--- config.mk ---
export PLATFORM = sky130hd
export DESIGN_NAME = tcdm_stream_reader
export DESIGN_NICKNAME = d
export VERILOG_FILES = /design/src/rtl/tcdm_stream_reader.sv
export SDC_FILE = /design/constraint.sdc
export NUM_CORES = 1
export LEC_CHECK = 0
export ABC_AREA = 1
export CORE_MARGIN = 4
export CORE_UTILIZATION = 49
export CTS_BUF_LIST = sky130_fd_sc_hd__clkbuf_4 sky130_fd_sc_hd__clkbuf_8
export DETAILED_ROUTE_END_ITERATION = 16
export GPL_TIMING_DRIVEN = 0
export PLACE_DENSITY = 0.89
export REMOVE_ABC_BUFFERS = 1
export SETUP_SLACK_MARGIN = 0.4
export SLEW_MARGIN = 20
export SYNTH_ARGS = -nofsm -noshare
export SYNTH_HDL_FRONTEND = slang
export SYNTH_SLANG_ARGS = --single-unit
--- constraint.sdc ---
create_clock -name clk_i -period 3 [get_ports clk_i]
set_clock_uncertainty 0.1 [all_clocks]
set_input_delay 0.3 -clock clk_i [delete_from_list [all_inputs] [get_ports clk_i]]
set_output_delay 0.3 -clock clk_i [all_outputs]
set_load 0.02 [all_outputs]
--- src/rtl/tcdm_stream_reader.sv ---
// Strided TCDM word reader that streams the returned words through a response FIFO.
// Optional performance counters are built when TCDM_STREAM_READER_PERF_EN is defined.
module tcdm_stream_reader #(
  parameter int unsigned FIFO_DEPTH = 4,
  parameter int unsigned LEN_W      = 16
) (
  input  logic             clk_i,
  input  logic             rst_ni,
  input  logic             start_i,
  input  logic             clear_i,
  input  logic [31:0]      base_addr_i,
  input  logic [31:0]      stride_i,
  input  logic [LEN_W-1:0] len_i,
  output logic             busy_o,
  output logic             done_o,
  output logic             tcdm_req_o,
  output logic [31:0]      tcdm_add_o,
  output logic             tcdm_wen_o,
  output logic [3:0]       tcdm_be_o,
  output logic [31:0]      tcdm_data_o,
  input  logic             tcdm_gnt_i,
  input  logic [31:0]      tcdm_r_data_i,
  input  logic             tcdm_r_valid_i,
  output logic             stream_valid_o,
  input  logic             stream_ready_i,
  output logic [31:0]      stream_data_o,
  output logic             stream_last_o,
  output logic [31:0]      perf_cycles_o,
  output logic [31:0]      perf_stalls_o
);

  localparam int unsigned PTR_W = $clog2(FIFO_DEPTH);
  localparam int unsigned CNT_W = PTR_W + 1;

  typedef enum logic [1:0] {IDLE, ISSUE, WAIT, DRAIN} state_t;

  state_t           state;
  logic [31:0]      addr_q;
  logic [31:0]      stride_q;
  logic [LEN_W-1:0] len_q;
  logic [LEN_W-1:0] last_idx;
  logic [LEN_W-1:0] issue_idx;
  logic [LEN_W-1:0] pop_idx;
  logic [CNT_W-1:0] outstanding;
  logic [CNT_W-1:0] occupancy;
  logic [CNT_W:0]   inflight;
  logic [PTR_W-1:0] wr_ptr;
  logic [PTR_W-1:0] rd_ptr;
  logic [31:0]      mem [FIFO_DEPTH];
  logic             done_zero;

  logic active;
  logic abort;
  logic grant;
  logic rsp;
  logic push;
  logic pop;
  logic last_pop;

  assign tcdm_wen_o  = 1'b1;
  assign tcdm_be_o   = 4'hF;
  assign tcdm_data_o = '0;
  assign tcdm_add_o  = addr_q;

  assign busy_o   = (state != IDLE);
  assign active   = (state == ISSUE) || (state == WAIT);
  assign abort    = active && clear_i;
  assign last_idx = len_q - LEN_W'(1);

  // Requests and buffered words together never exceed the FIFO, so responses need no back-pressure.
  assign inflight   = {1'b0, outstanding} + {1'b0, occupancy};
  assign tcdm_req_o = (state == ISSUE) && !clear_i && (inflight < (CNT_W+1)'(FIFO_DEPTH));
  assign grant      = tcdm_req_o && tcdm_gnt_i;

  // Responses with nothing outstanding are stray and ignored; in DRAIN they only retire the count.
  assign rsp  = tcdm_r_valid_i && (outstanding != '0);
  assign push = rsp && active && !clear_i;

  assign stream_valid_o = active && (occupancy != '0);
  assign stream_data_o  = stream_valid_o ? mem[rd_ptr] : '0;
  assign stream_last_o  = stream_valid_o && (pop_idx == last_idx);
  assign pop            = stream_valid_o && stream_ready_i;

  assign last_pop = pop && (state == WAIT) && (pop_idx == last_idx);
  assign done_o   = done_zero || (last_pop && !clear_i);

  always_ff @(posedge clk_i or negedge rst_ni) begin
    if (!rst_ni) begin
      state       <= IDLE;
      addr_q      <= '0;
      stride_q    <= '0;
      len_q       <= '0;
      issue_idx   <= '0;
      pop_idx     <= '0;
      outstanding <= '0;
      occupancy   <= '0;
      wr_ptr      <= '0;
      rd_ptr      <= '0;
      done_zero   <= 1'b0;
    end else begin
      done_zero   <= 1'b0;
      outstanding <= outstanding + CNT_W'(grant) - CNT_W'(rsp);

      case (state)
        IDLE: begin
          if (start_i) begin
            if (len_i != '0) begin
              state     <= ISSUE;
              addr_q    <= base_addr_i;
              stride_q  <= stride_i;
              len_q     <= len_i;
              issue_idx <= '0;
              pop_idx   <= '0;
            end else begin
              done_zero <= 1'b1;
            end
          end
        end
        ISSUE: begin
          if (clear_i)                             state <= DRAIN;
          else if (grant && issue_idx == last_idx) state <= WAIT;
        end
        WAIT: begin
          if (clear_i)       state <= DRAIN;
          else if (last_pop) state <= IDLE;
        end
        DRAIN: begin
          if (outstanding == '0) state <= IDLE;
        end
        default: state <= IDLE;
      endcase

      if (grant) begin
        addr_q    <= addr_q + stride_q;
        issue_idx <= issue_idx + LEN_W'(1);
      end
      if (pop) begin
        rd_ptr  <= rd_ptr + PTR_W'(1);
        pop_idx <= pop_idx + LEN_W'(1);
      end
      if (push) wr_ptr <= wr_ptr + PTR_W'(1);

      if (abort) begin
        occupancy <= '0;
        rd_ptr    <= '0;
        wr_ptr    <= '0;
      end else begin
        occupancy <= occupancy + CNT_W'(push) - CNT_W'(pop);
      end
    end
  end

  // Storage is data only: the output mux hides stale contents, so it carries no reset.
  always_ff @(posedge clk_i) begin
    if (push) mem[wr_ptr] <= tcdm_r_data_i;
  end

`ifdef TCDM_STREAM_READER_PERF_EN
  logic [31:0] cycles_q;
  logic [31:0] stalls_q;

  function automatic logic [31:0] sat_inc(input logic [31:0] v);
    return (v == 32'hFFFF_FFFF) ? v : v + 32'd1;
  endfunction

  always_ff @(posedge clk_i or negedge rst_ni) begin
    if (!rst_ni) begin
      cycles_q <= '0;
      stalls_q <= '0;
    end else if (state == IDLE && start_i) begin
      cycles_q <= '0;
      stalls_q <= '0;
    end else begin
      if (busy_o)                   cycles_q <= sat_inc(cycles_q);
      if (tcdm_req_o && !tcdm_gnt_i) stalls_q <= sat_inc(stalls_q);
    end
  end

  assign perf_cycles_o = cycles_q;
  assign perf_stalls_o = stalls_q;
`else
  assign perf_cycles_o = '0;
  assign perf_stalls_o = '0;
`endif

endmodule
==> impl_metrics.ini <==
[placed_design]
post-place-ws_ns = -1.308
io_buffers = 187
dp_hpwl_um = 26160
gp_congestion = 0.9482

[worst_setup_path]
reg2regPathDepth = 23
crit_type = reg -> out
crit_required_ns = 2.60
crit_path_start_kind = flop
cp-end-kind = output pin
arrival_ns = 2.61
critPathMaxFanout = 5

[clock_tree]
clock_path_buffers = 3
tritoncts = done
clkLatencyLatePin_ns = 0.56
cts-buffers-inserted = 43
clockRootBuffer = clkbuf_8
cts_htree_levels = 2
clkSinkCount = 253
clk_pin_slew_ns = 0.06

[logic_synthesis]
async_reset_ff_frac = 0.4941
avgSynthCellArea_um2 = 8.562
ys.flop_type = edfxtp_1
synth-edff-count = 128
yosysSeqAreaShare = 0.4938
synth.ff_latch_count = 253
yosysWarnings = 0
synth_area_leaders = edfxtp_1 (27%), dfrtp_1 (22%), nand2_1 (9.7%), nor2_1 (6.0%), buf_4 (5.5%)
synth_area_leader_cell = edfxtp_1
yosys-top-cells-count = nand2_1 (366), nor2_1 (226), o21ai_0 (134), edfxtp_1 (128), dfrtp_1 (125)
syn_area_um2 = 14120
synth.most_common_cell = nand2_1
synth_cell_type_count = 53
synth_cells = 1649
netlist.area_leader.share = 0.2722

[global_route]
grt_max_degree = 81
overflow = 0
antenna_found_initial = 2
first_global_vias = 12507
grt_pass1_wl_um = 64190
grt_util_all_layers = 0.2554

[sta]
fin_crit_ns = 3.010
setup_violations = 1
slew_viol_final = 0
max_clock_freq_mhz = 332.3
hold_viol_final = 0
max_slew_margin = 0.5613
finalCritPeriodShare = 1.003
postLayoutSetupSlackWorst_ns = -0.009762
fin_setup_tns_ns = -0.009762
rsz0062_at_grt = true
max_slew.worst_pin.slew_ns = 0.6565
whs_ns = 0.1324

[power_and_ir_drop]
power.density_nw_per_um2 = 1046
ir_drop_v = 0.0006428
p_leak_nw = 7.752

[die]
core_area_um2 = 28090
start_util = 0.5027
die_h_um = 177.7
num_rows = 61
io_pins = 289
dieArea_um2 = 31590
die_w_um = 177.7

[final_layout]
final_net_count = 2079
area_delta_synth_final_pct = 27.06
seq_area_um2 = 6987
multiInputGateArea_um2 = 6513
postLayoutCoreUtil = 0.6387
drive_above_1_share = 0.1520
num_antenna_cells = 0
n_fill_cell = 2086

[routing]
avgRoutedWirePerCell_um = 18.58
drt_pre_antenna_iters = 8
vias_per_cell = 5.574
drc_errors = 0
vias = 12927
antenna_left = 0
wirelength_um = 43090
drt_iter0_drc = 1341

[status]
violations = negative setup slack
status = complete, but fails checks

[flow_run]
cap_violations = 0

[worst_hold_path]
min_path_type = in -> async
metrics by stage:
| stage | cells | total power [mW] | area, µm² |
|---|---|---|---|
| finish | 2319 | 18.76 | 17940 |
| global route | 2319 | 19.88 | 17940 |
| CTS | 2309 | 18.04 | 17740 |
| detailed placement | 2172 | 14.03 | 16160 |
| global placement | 2163 | 13.51 | 15880 |
| floorplan | 1598 | 10.70 | 13530 |
cell families after synthesis:
| kind of cell | Yosys count | synth area share |
|---|---|---|
| AO/OA/AOI/OAI | 289 | 0.1119 |
| other | 2 | 0.0005319 |
| AND/OR/NAND/NOR | 759 | 0.2308 |
| buffers and inverters | 270 | 0.09988 |
| adder cells (fa/ha/maj) | 51 | 0.04679 |
| multiplexers | 3 | 0.002127 |
| flip-flops | 253 | 0.4938 |
| XOR/XNOR | 22 | 0.01418 |
report_power, final:
group / total [mW] / switching [mW] / internal (mW)
sequential: 5.16 / 0.705 / 4.45
clock: 3.13 / 1.43 / 1.70
combinational: 10.5 / 6.53 / 3.94
total: 18.8 / 8.67 / 10.1
worst max-delay path, cell delays in order (launching register included):
cell and delay [ns]:
dfrtp_2 0.39, clkinv_4 0.08, ha_4 0.26, inv_2 0.04
nand2_1 0.04, nand2_1 0.08, nand3_2 0.07, nor2_2 0.11
nand2_1 0.07, nor2_2 0.14, nand4_2 0.13, nor2_4 0.17
nand4_2 0.11, o21bai_1 0.20, buf_4 0.18
layout make-up:
type	count	share of cell area
Clock buffer	61	0.04157
Clock inverter	16	0.006277
Inverter	120	0.02804
Multi-Input combinational cell	1228	0.3630
Sequential cell	253	0.3895
Tap cell	378	0.02637
Timing Repair Buffer	261	0.1445
Timing Repair inverter	2	0.0006975
path summary, 6_finish.rpt:
check	start	endpoint	slack, ns
setup reg to reg	len_q[0]$_DFFE_PN0P_	state[0]$_DFFE_PN0P_	0.07
hold / removal	rst_ni	stride_q[4]$_DFFE_PN0P_	0.13
max in group asynchronous	rst_ni	occupancy[1]$_DFF_PN0_	1.91
min in group clk_i	stride_i[8]	stride_q[8]$_DFFE_PN0P_	0.19
hold reg to reg	stride_q[27]$_DFFE_PN0P_	stride_q[27]$_DFFE_PN0P_	0.39
setup / recovery	len_q[0]$_DFFE_PN0P_	done_o	-0.01
placed cells by master, fill, tap and decap left out, types with 52 or more instances in the layout:
master           instances
buf_4                   52
clkdlybuf4s50_1        150
nor2_1                 215
conb_1                 101
o21ai_0                132
nand2_1                355
nand3_1                 85
dfrtp_1                117
a21oi_1                 95
edfxtp_1               128
inv_1                   99
state kept, by name (all words and copies together) (netlist names), 3 cells and up:
signal and flops:
occupancy 3, mem 128, pop_idx 16, issue_idx 16
len_q 16, outstanding 3, stride_q 32, tcdm_add_o 32
layer usage:
metal,GRT usage,up-vias,part of all wire
li1,-,5854,-
met4,0.1028,4,0.041
met5,0,-,0.00056
met1,0.3202,6055,0.37
met2,0.4323,833,0.48
met3,0.05411,181,0.10
repair_timing:
action                     CTS  global route
gates resized for setup    118           129
pin swaps                   31            24
hold endpoints to repair    70             0
hold buffers                 1             0
setup endpoints to repair  149            77
buffers inserted            51            10
gates cloned                 8             0
No activity file was read; power rests on OpenSTA's default activity.
